--- config.mk ---
export PLATFORM = sky130hd
export DESIGN_NAME = led_chaser
export DESIGN_NICKNAME = d
export VERILOG_FILES = /design/src/rtl/led_chaser.sv
export SDC_FILE = /design/constraint.sdc
export NUM_CORES = 1
export LEC_CHECK = 0
export ABC_CLOCK_PERIOD_IN_PS = 3100
export CAP_MARGIN = 20
export CORE_MARGIN = 1
export CORE_UTILIZATION = 25
export DETAILED_ROUTE_END_ITERATION = 16
export GPL_TIMING_DRIVEN = 0
export PLACE_DENSITY_LB_ADDON = 0.12
export SYNTH_ARGS = -nofsm -noshare
export SYNTH_HDL_FRONTEND = slang
export SYNTH_SLANG_ARGS = --single-unit
--- constraint.sdc ---
create_clock -name clk -period 3.1 [get_ports clk]
set_input_delay 0.31 -clock clk [delete_from_list [all_inputs] [get_ports clk]]
set_output_delay 0.31 -clock clk [all_outputs]
set_load 0.01 [all_outputs]
--- src/rtl/led_chaser.sv ---
// led_chaser: WIDTH-bit LED chase pattern with run/pause/idle button control.
// Define LED_CHASER_DEBOUNCE_EN to insert a DEB_CYCLES debouncer after each button synchroniser.
module led_chaser #(
  parameter int WIDTH      = 8,
  parameter int PERIOD     = 100000000,
  parameter int DEB_CYCLES = 1000000
) (
  input  logic             clk,
  input  logic             rst_n,
  input  logic             start,
  input  logic             stop,
  input  logic [1:0]       mode,
  output logic [WIDTH-1:0] led,
  output logic             running,
  output logic             step
);
  // state   | meaning
  // S_IDLE  | LEDs dark, waiting for a start edge
  // S_RUN   | step timer running, pattern advances at terminal count
  // S_PAUSE | pattern and step timer frozen
  typedef enum logic [1:0] {S_IDLE = 2'd0, S_RUN = 2'd1, S_PAUSE = 2'd2} state_t;

  localparam int                CW       = (PERIOD > 1) ? $clog2(PERIOD) : 1;
  localparam logic [CW-1:0]     CNT_LAST = CW'(PERIOD - 1);
  localparam logic [WIDTH-1:0]  SEED     = WIDTH'(1);

  // bit 0 carries start, bit 1 carries stop
  logic [1:0] btn_meta, btn_sync, btn_lvl, btn_prev, btn_edge;
  logic       start_edge, stop_edge;

  always_ff @(posedge clk or negedge rst_n) begin
    if (!rst_n) begin
      btn_meta <= '0;
      btn_sync <= '0;
      btn_prev <= '0;
    end else begin
      btn_meta <= {stop, start};
      btn_sync <= btn_meta;
      btn_prev <= btn_lvl;
    end
  end

`ifdef LED_CHASER_DEBOUNCE_EN
  localparam int            DW       = (DEB_CYCLES > 1) ? $clog2(DEB_CYCLES) : 1;
  localparam logic [DW-1:0] DEB_LAST = DW'(DEB_CYCLES - 1);

  logic [DW-1:0] deb_cnt [2];
  logic [1:0]    btn_filt;

  // Down-counter reloads whenever the input agrees with the filtered level.
  always_ff @(posedge clk or negedge rst_n) begin
    if (!rst_n) begin
      btn_filt <= '0;
      for (int i = 0; i < 2; i++) deb_cnt[i] <= DEB_LAST;
    end else begin
      for (int i = 0; i < 2; i++) begin
        if (btn_sync[i] == btn_filt[i]) begin
          deb_cnt[i] <= DEB_LAST;
        end else if (deb_cnt[i] == '0) begin
          btn_filt[i] <= btn_sync[i];
          deb_cnt[i]  <= DEB_LAST;
        end else begin
          deb_cnt[i] <= deb_cnt[i] - 1'b1;
        end
      end
    end
  end

  assign btn_lvl = btn_filt;
`else
  assign btn_lvl = btn_sync;
`endif

  assign btn_edge   = btn_lvl & ~btn_prev;
  assign start_edge = btn_edge[0];
  assign stop_edge  = btn_edge[1];

  state_t           state_q, state_d;
  logic [CW-1:0]    remain_q, remain_d;
  logic [WIDTH-1:0] led_d, adv_led;
  logic             dir_q, dir_d, adv_dir;  // 0 moves toward the MSB
  logic [1:0]       mode_q, mode_d;
  logic             step_d;

  always_comb begin
    adv_led = led;
    adv_dir = dir_q;
    if (mode != mode_q) begin
      adv_led = SEED;
      adv_dir = 1'b0;
    end else begin
      case (mode_q)
        2'b00: adv_led = {led[WIDTH-2:0], led[WIDTH-1]};
        2'b01: adv_led = {led[0], led[WIDTH-1:1]};
        2'b10: begin
          if (!dir_q && led[WIDTH-1]) begin
            adv_dir = 1'b1;
            adv_led = {1'b0, led[WIDTH-1:1]};
          end else if (dir_q && led[0]) begin
            adv_dir = 1'b0;
            adv_led = {led[WIDTH-2:0], 1'b0};
          end else if (dir_q) begin
            adv_led = {1'b0, led[WIDTH-1:1]};
          end else begin
            adv_led = {led[WIDTH-2:0], 1'b0};
          end
        end
        default: adv_led = (&led) ? SEED : {led[WIDTH-2:0], 1'b1};
      endcase
    end
  end

  always_comb begin
    state_d  = state_q;
    led_d    = led;
    remain_d = remain_q;
    dir_d    = dir_q;
    mode_d   = mode_q;
    step_d   = 1'b0;
    case (state_q)
      S_IDLE: begin
        if (start_edge && !stop_edge) begin
          state_d  = S_RUN;
          led_d    = SEED;
          remain_d = CNT_LAST;
          dir_d    = 1'b0;
          mode_d   = mode;
        end
      end
      S_RUN: begin
        // The cycle that sees the stop edge is still RUN time, so the timer ticks in it.
        if (remain_q == '0) begin
          remain_d = CNT_LAST;
          led_d    = adv_led;
          dir_d    = adv_dir;
          mode_d   = mode;
          step_d   = 1'b1;
        end else begin
          remain_d = remain_q - 1'b1;
        end
        if (stop_edge) state_d = S_PAUSE;
      end
      S_PAUSE: begin
        if (stop_edge) begin
          state_d  = S_IDLE;
          led_d    = '0;
          remain_d = CNT_LAST;
        end else if (start_edge) begin
          state_d = S_RUN;
        end
      end
      default: state_d = S_IDLE;
    endcase
  end

  always_ff @(posedge clk or negedge rst_n) begin
    if (!rst_n) state_q <= S_IDLE;
    else        state_q <= state_d;
  end

  always_ff @(posedge clk or negedge rst_n) begin
    if (!rst_n) begin
      led      <= '0;
      remain_q <= CNT_LAST;
      dir_q    <= 1'b0;
      mode_q   <= 2'b00;
      step     <= 1'b0;
      running  <= 1'b0;
    end else begin
      led      <= led_d;
      remain_q <= remain_d;
      dir_q    <= dir_d;
      mode_q   <= mode_d;
      step     <= step_d;
      running  <= (state_d == S_RUN);
    end
  end

endmodule

==> impl_metrics.env, run 1 <==
export IMPL_outcome="complete, no violations"
export IMPL_cpMaxStageDelayCell="or4_1"
export IMPL_reg2reg_from="state_q[0]$_DFF_PN0_"
export IMPL_numCtsBuffers=5
export IMPL_grt_pass1_wl_um=11630
export IMPL_die_w_um=107
export IMPL_synth_seq_cells=48
export IMPL_reg2reg_to="remain_q[25]$_DFFE_PN0P_"
export IMPL_cts_setup_buffers=0
export IMPL_cp_startpoint="state_q[0]$_DFF_PN0_"
export IMPL_final_min_clock_period_ps=2533
export IMPL_synth_fp_nets=299
export IMPL_core_um2=10510
export IMPL_ant_nets=0
export IMPL_worstPathCellList="ha_1, or4_1, a21oi_2, nand4_1, or4_1, a21oi_1"
export IMPL_worstMarginPinSlew_ps=591.6
export IMPL_synthCells=287
export IMPL_slew_violations=0
export IMPL_start_kind="flop"
export IMPL_fin_crit_sh_pct=81.71
export IMPL_cts_root_buffer="clkbuf_8"
export IMPL_grt_overflow=0
export IMPL_crit_required_ps=3340
export IMPL_cts_tree="built"
export IMPL_initial_core_util_pct=26.23
export IMPL_r2r_setup_slack_ps=570
export IMPL_reg2reg_depth=6
export IMPL_row_count=37
export IMPL_die_h_um=107
export IMPL_clk_transition_reported_paths_ps=100
export IMPL_rsz0062_at_grt="no"
export IMPL_ioPinCount=16
export IMPL_drive_gt1_share_pct=16.35
export IMPL_grtUsageTotal_pct=13.03
export IMPL_drv_cap=0
export IMPL_antenna_diode_count=0
export IMPL_path_class="reg -> reg"
export IMPL_setup_viol=0
export IMPL_viasPerCell=5.118
export IMPL_tns_ps=0
export IMPL_pwr_density_cell_nw_per_um2=623.9
export IMPL_remaining_drc_errors=0
export IMPL_gp_congestion=0.7404
export IMPL_fin_worst_skew_ps=6.713
export IMPL_max_slew_margin_pct=60.56
export IMPL_port_buffers=15
export IMPL_drt_initial_drc_count=124
export IMPL_clockBufferDepth=2
export IMPL_max_stage_delay_ps=560
export IMPL_hp_class="reg -> reg"
export IMPL_synth_seq_area_share_pct=44.44
export IMPL_grt_max_degree=29
export IMPL_antenna_found_initial=0
export IMPL_routed_via_count=2293
export IMPL_finalNetCount=323
export IMPL_syn_to_final_growth_pct=16.07
export IMPL_critical_path_most_common_cell="or4_1"
export IMPL_synth_warnings=0
export IMPL_synth_edf_count=0
export IMPL_nFillCells=1081
export IMPL_leakagePower_nw=1.141
export IMPL_worst_ep_arrival_time_ps=2770
export IMPL_whs_ps=357.6
export IMPL_crit_end="remain_q[25]$_DFFE_PN0P_"
export IMPL_hold_viol=0
export IMPL_cts_max_level=2
export IMPL_max_freq_ghz=0.3948
export IMPL_crit_path_max_fanout=7
export IMPL_synthFlopType="dfrtp_1"
export IMPL_dr_pass1_iters=4
export IMPL_synthArstFlopShare_pct=100.0
export IMPL_cts_sinks=48
export IMPL_clock_latency_ps=310
export IMPL_routedWlPerCell_um=15.57
export IMPL_synth_avg_cell_area_um2=9.604
export IMPL_utilization_pct=30.44
export IMPL_peakVddDrop_mv=0.2889
export IMPL_dieArea_um2=11450
export IMPL_yosysUniqueCellTypes=59
export IMPL_cp_end_kind="flop"
export IMPL_dp_final_hpwl_um=4955
export IMPL_syn_area_um2=2756
export IMPL_grt_pass1_vias=2209
export IMPL_wirelength_um=6974
cell type report:
type | count | area, µm² | area share [%]
multi-input cells | 214 | 1416 | 44.27
flip-flops and latches | 48 | 1225 | 38.29
repair buffers | 17 | 175.2 | 5.475
well taps | 136 | 170.2 | 5.319
clock buffers | 6 | 82.58 | 2.581
plain buffers | 13 | 70.07 | 2.190
inverters | 12 | 45.04 | 1.408
clock inverters | 2 | 15.01 | 0.4693
layout by cell type, fill, tap and decap left out, drive strengths merged, types with 7 or more instances in the layout:
cell / Yosys / routed
inv: 12 / 12
or3: 10 / 10
nor2: 14 / 14
o31ai: 15 / 15
nand2: 18 / 18
or4: 7 / 7
dfrtp: 29 / 29
clkdlybuf4s50: 0 / 14
a21oi: 18 / 18
o21ai: 19 / 19
clkbuf: 9 / 15
nand3: 19 / 19
dfstp: 19 / 19
how the worst min path moves through the flow:
stage	start	endpoint	slack [ps]	depth (start not counted)
6_report	btn_meta[1]$_DFF_PN0_	btn_lvl[1]$_DFF_PN0_	360	0
5_1_grt	btn_meta[1]$_DFF_PN0_	btn_lvl[1]$_DFF_PN0_	370	0
4_1_cts	btn_meta[1]$_DFF_PN0_	btn_lvl[1]$_DFF_PN0_	360	0
3_5_place_dp	rst_n	btn_prev[0]$_DFF_PN0_	330	1
3_3_place_gp	btn_meta[1]$_DFF_PN0_	btn_lvl[1]$_DFF_PN0_	340	0
2_1_floorplan	rst_n	btn_lvl[0]$_DFF_PN0_	10	0
flip-flops by register name, indices dropped and copies added, names as in the netlist:
register	cells
btn_lvl	2
btn_meta	2
btn_prev	2
dir_q	1
led	8
mode_q	2
remain_q	27
running	1
state_q	2
step	1
repair_timing:
| item | in CTS | in global routing |
|---|---|---|
| hold buffers | 1 | 0 |
| gates resized for setup | 0 | 0 |
| hold endpoints to repair | 17 | 0 |
worst max-delay path: cells and delay by family (launching register included):
family          cells  cell delay [ps]
simple gates        3             1220
compound gates      2              490
flops               1              450
fa+ha+maj           1              310
metrics by stage:
| step | cells | worst slack, ps | cell area (µm²) | total power, mW |
|---|---|---|---|---|
| floorplan | 287 | 885.4 | 2756 | 1.319 |
| global placement | 438 | 123.0 | 3077 | 1.599 |
| detailed placement | 439 | 584.2 | 3092 | 1.595 |
| CTS | 448 | 550.1 | 3199 | 2.027 |
| global route | 448 | 419.3 | 3199 | 2.148 |
| finish | 448 | 567.0 | 3199 | 1.996 |
layer usage:
metal	track usage, %	up-vias	wire length (µm)
met5	0	-	0
met4	3.523	0	77
li1	-	1125	-
met2	21.11	33	3294
met3	2.492	8	232
met1	17.65	1127	3370
cell families after synthesis:
group / Yosys count / synth area share (%)
muxes: 8 / 3.041
AOI/OAI and AO/OA: 86 / 21.15
xor gates and xnor gates: 8 / 2.542
and+or+nand+nor: 106 / 21.93
adders and majority gates: 6 / 2.723
DFF: 48 / 44.44
buffers and inverters: 25 / 4.176
cell usage after synthesis, types with 4 or more instances:
library cell	instances	area share (%)
a221oi_1	4	1.3
nor2_1	13	1.8
nor3_1	5	0.91
or3_1	6	1.4
mux2i_1	5	1.8
ha_1	6	2.7
nor2b_1	5	1.1
nand2_1	18	2.5
nor4_1	4	0.91
a21oi_1	16	2.9
inv_1	12	1.6
o21ai_0	19	3.4
a31oi_1	4	0.91
dfrtp_1	29	26
dfstp_2	19	18
o31ai_1	15	4.1
xor2_1	5	1.6
nand4_1	6	1.4
clkbuf_1	8	1.1
nand2b_1	5	1.1
nand3_1	19	3.4
or4_1	4	1.1
where the power goes:
group | switching [mW] | total, mW | internal [mW] | leakage [nW]
combinational | 0.550 | 0.842 | 0.292 | 0.517
clock | 0.240 | 0.421 | 0.181 | 0.0434
sequential | 0.0441 | 0.733 | 0.689 | 0.581
total | 0.834 | 2.00 | 1.16 | 1.14
Power figures use the tool's default switching activity.
==> inputs of run 2 (changes only) <==
Settings changed: ABC_CLOCK_PERIOD_IN_PS 3100 to 2500.
Clock period 3.1 ns to 2.5 ns, I/O delays scaled along.
==> run 2 against run 1 <==
Compared with the run above:
- critical path depth unchanged
- setup slack got worse by 450 ps
- sequential power up 24%
- non-clock buffer count increased by 2
- clock skew is 4.4 ps higher
- critical path type unchanged
- largest power group unchanged
==> impl_metrics.env, run 2 (synthesized netlist as in run 1, its figures left out) <==
export IMPL_core_um2=10510
export IMPL_fin_crit_sh_pct=95.49
export IMPL_cts_max_level=2
export IMPL_dr_pass1_iters=4
export IMPL_max_freq_ghz=0.4189
export IMPL_pwr_density_cell_nw_per_um2=763.5
export IMPL_numCtsBuffers=5
export IMPL_grt_max_degree=29
export IMPL_wirelength_um=7002
export IMPL_cts_sinks=48
export IMPL_preCtsSetupSlack_ps=-15.77
export IMPL_crit_path_max_fanout=7
export IMPL_final_min_clock_period_ps=2387
export IMPL_largest_register_ffs=27
export IMPL_ant_nets=0
export IMPL_ioPinCount=16
export IMPL_largestRegisters="remain_q x27, led x8"
export IMPL_cts_root_buffer="clkbuf_8"
export IMPL_peakVddDrop_mv=0.3580
export IMPL_cts_tree="built"
export IMPL_antenna_found_initial=0
export IMPL_whs_ps=357.7
export IMPL_final_cell_mix="dfrtp_1 (29), o21ai_0 (19), dfstp_2 (19)"
export IMPL_port_buffers=15
export IMPL_outcome="complete, no violations"
export IMPL_dpl_instance_area_um2=3092
export IMPL_routed_via_count=2312
export IMPL_switching_share_pct=41.75
export IMPL_crit_required_ps=2740
export IMPL_remaining_drc_errors=0
export IMPL_final_common_cell="dfrtp_1"
export IMPL_cp_end_kind="flop"
export IMPL_initial_core_util_pct=26.23
export IMPL_p_int_mw=1.444
export IMPL_die_h_um=107
export IMPL_syn_to_final_growth_pct=17.75
export IMPL_fin_worst_skew_ps=11.08
export IMPL_viasPerCell=5.138
export IMPL_hold_viol=0
export IMPL_grtUsageTotal_pct=13.02
export IMPL_antenna_diode_count=0
export IMPL_max_slew_margin_pct=60.51
export IMPL_slew_violations=0
export IMPL_nFillCells=1078
export IMPL_worstMarginPinSlew_ps=592.4
export IMPL_row_count=37
export IMPL_pwr_share_seq_pct=36.7
export IMPL_utilization_pct=30.88
export IMPL_grt_overflow=0
export IMPL_clkPwrFrac_pct=21.0
export IMPL_p_comb_share_pct=42.4
export IMPL_worst_ep_arrival_time_ps=2630
export IMPL_critical_path_most_common_cell="or4_1"
export IMPL_final_cells=450
export IMPL_worstPathCellList="ha_2, or4_1, a21oi_4, nand4_1, or4_1, a21oi_1"
export IMPL_rsz0062_at_grt="no"
export IMPL_hp_class="reg -> reg"
export IMPL_gp_congestion=0.7404
export IMPL_p_total_mw=2.478
export IMPL_routedWlPerCell_um=15.56
export IMPL_drv_cap=0
export IMPL_path_class="reg -> reg"
export IMPL_setup_slack_ps=112.9
export IMPL_clockBufferDepth=2
export IMPL_die_w_um=107
export IMPL_max_stage_delay_ps=570
export IMPL_leakagePower_nw=1.154
export IMPL_dp_final_hpwl_um=4955
export IMPL_setup_viol=0
export IMPL_largest_register="remain_q"
export IMPL_p_switching_mw=1.035
export IMPL_dp_cells=439
export IMPL_fin_area_um2=3246
export IMPL_clock_latency_ps=310
export IMPL_start_kind="flop"
export IMPL_tns_ps=0
export IMPL_cp_buffers_inverters=0
export IMPL_finalNetCount=325
export IMPL_drt_initial_drc_count=127
export IMPL_clk_transition_reported_paths_ps=100
export IMPL_worst_path_dominant_cell_family="simple AND/OR/NAND/NOR gates"
export IMPL_grt_pass1_wl_um=11610
export IMPL_dieArea_um2=11450
export IMPL_cpMaxStageDelayCell="or4_1"
export IMPL_drive_gt1_share_pct=18.79
export IMPL_grt_pass1_vias=2206
[run 2: what timing repair did]
item / 4_1_cts / 5_1_grt
hold buffers: 1 / 0
pin swaps: 0 / 1
endpoints found under the setup margin: 2 / 7
resized for setup: 1 / 5
setup buffers: 0 / 3
hold endpoints to repair: 17 / 0
[run 2: worst register-to-register path, stage by stage (launching register included)]
cell	delay, ps
dfrtp_1	450
ha_2	250
or4_1	570
a21oi_4	280
nand4_1	190
or4_1	430
a21oi_1	150
[run 2: power by group through the flow]
stage               sequential [mW]  clock, mW  combinational, mW
floorplan                     0.916          0              0.719
global placement              0.923          0               1.06
detailed placement            0.924          0               1.05
CTS                           0.909      0.545               1.06
global route                  0.920      0.578               1.18
finish                        0.909      0.519               1.05
[run 2: metal layers]
layer | global-route usage, % | routed length, µm | vias to the layer above
met1 | 17.65 | 3387 | 1134
met4 | 3.523 | 77 | 0
li1 | - | - | 1132
met2 | 21.06 | 3304 | 38
met5 | 0 | 0 | -
met3 | 2.492 | 232 | 8
[run 2: path summary, 6_finish.rpt]
kind / start / end / slack (ps) / cells past startpoint
max reg2reg: state_q[0]$_DFF_PN0_ / remain_q[25]$_DFFE_PN0P_ / 110 / 6
max: state_q[0]$_DFF_PN0_ / remain_q[25]$_DFFE_PN0P_ / 110 / 6
min: btn_meta[1]$_DFF_PN0_ / btn_lvl[1]$_DFF_PN0_ / 360 / 0
max in group asynchronous: rst_n / remain_q[13]$_DFFE_PN1P_ / 1420 / 3
min reg2reg: btn_meta[1]$_DFF_PN0_ / btn_lvl[1]$_DFF_PN0_ / 360 / 0
min in group asynchronous: rst_n / btn_prev[0]$_DFF_PN0_ / 460 / 2
[run 2: area by class of cell]
class	instances	area (µm²)	share of cell area, %
Tap cell	136	170.2	5.243
Buffer	12	66.31	2.043
Inverter	12	45.04	1.388
Multi-Input combinational cell	214	1444	44.49
Sequential cell	48	1225	37.74
Timing Repair Buffer	20	197.7	6.091
Clock inverter	2	15.01	0.4626
Clock buffer	6	82.58	2.544
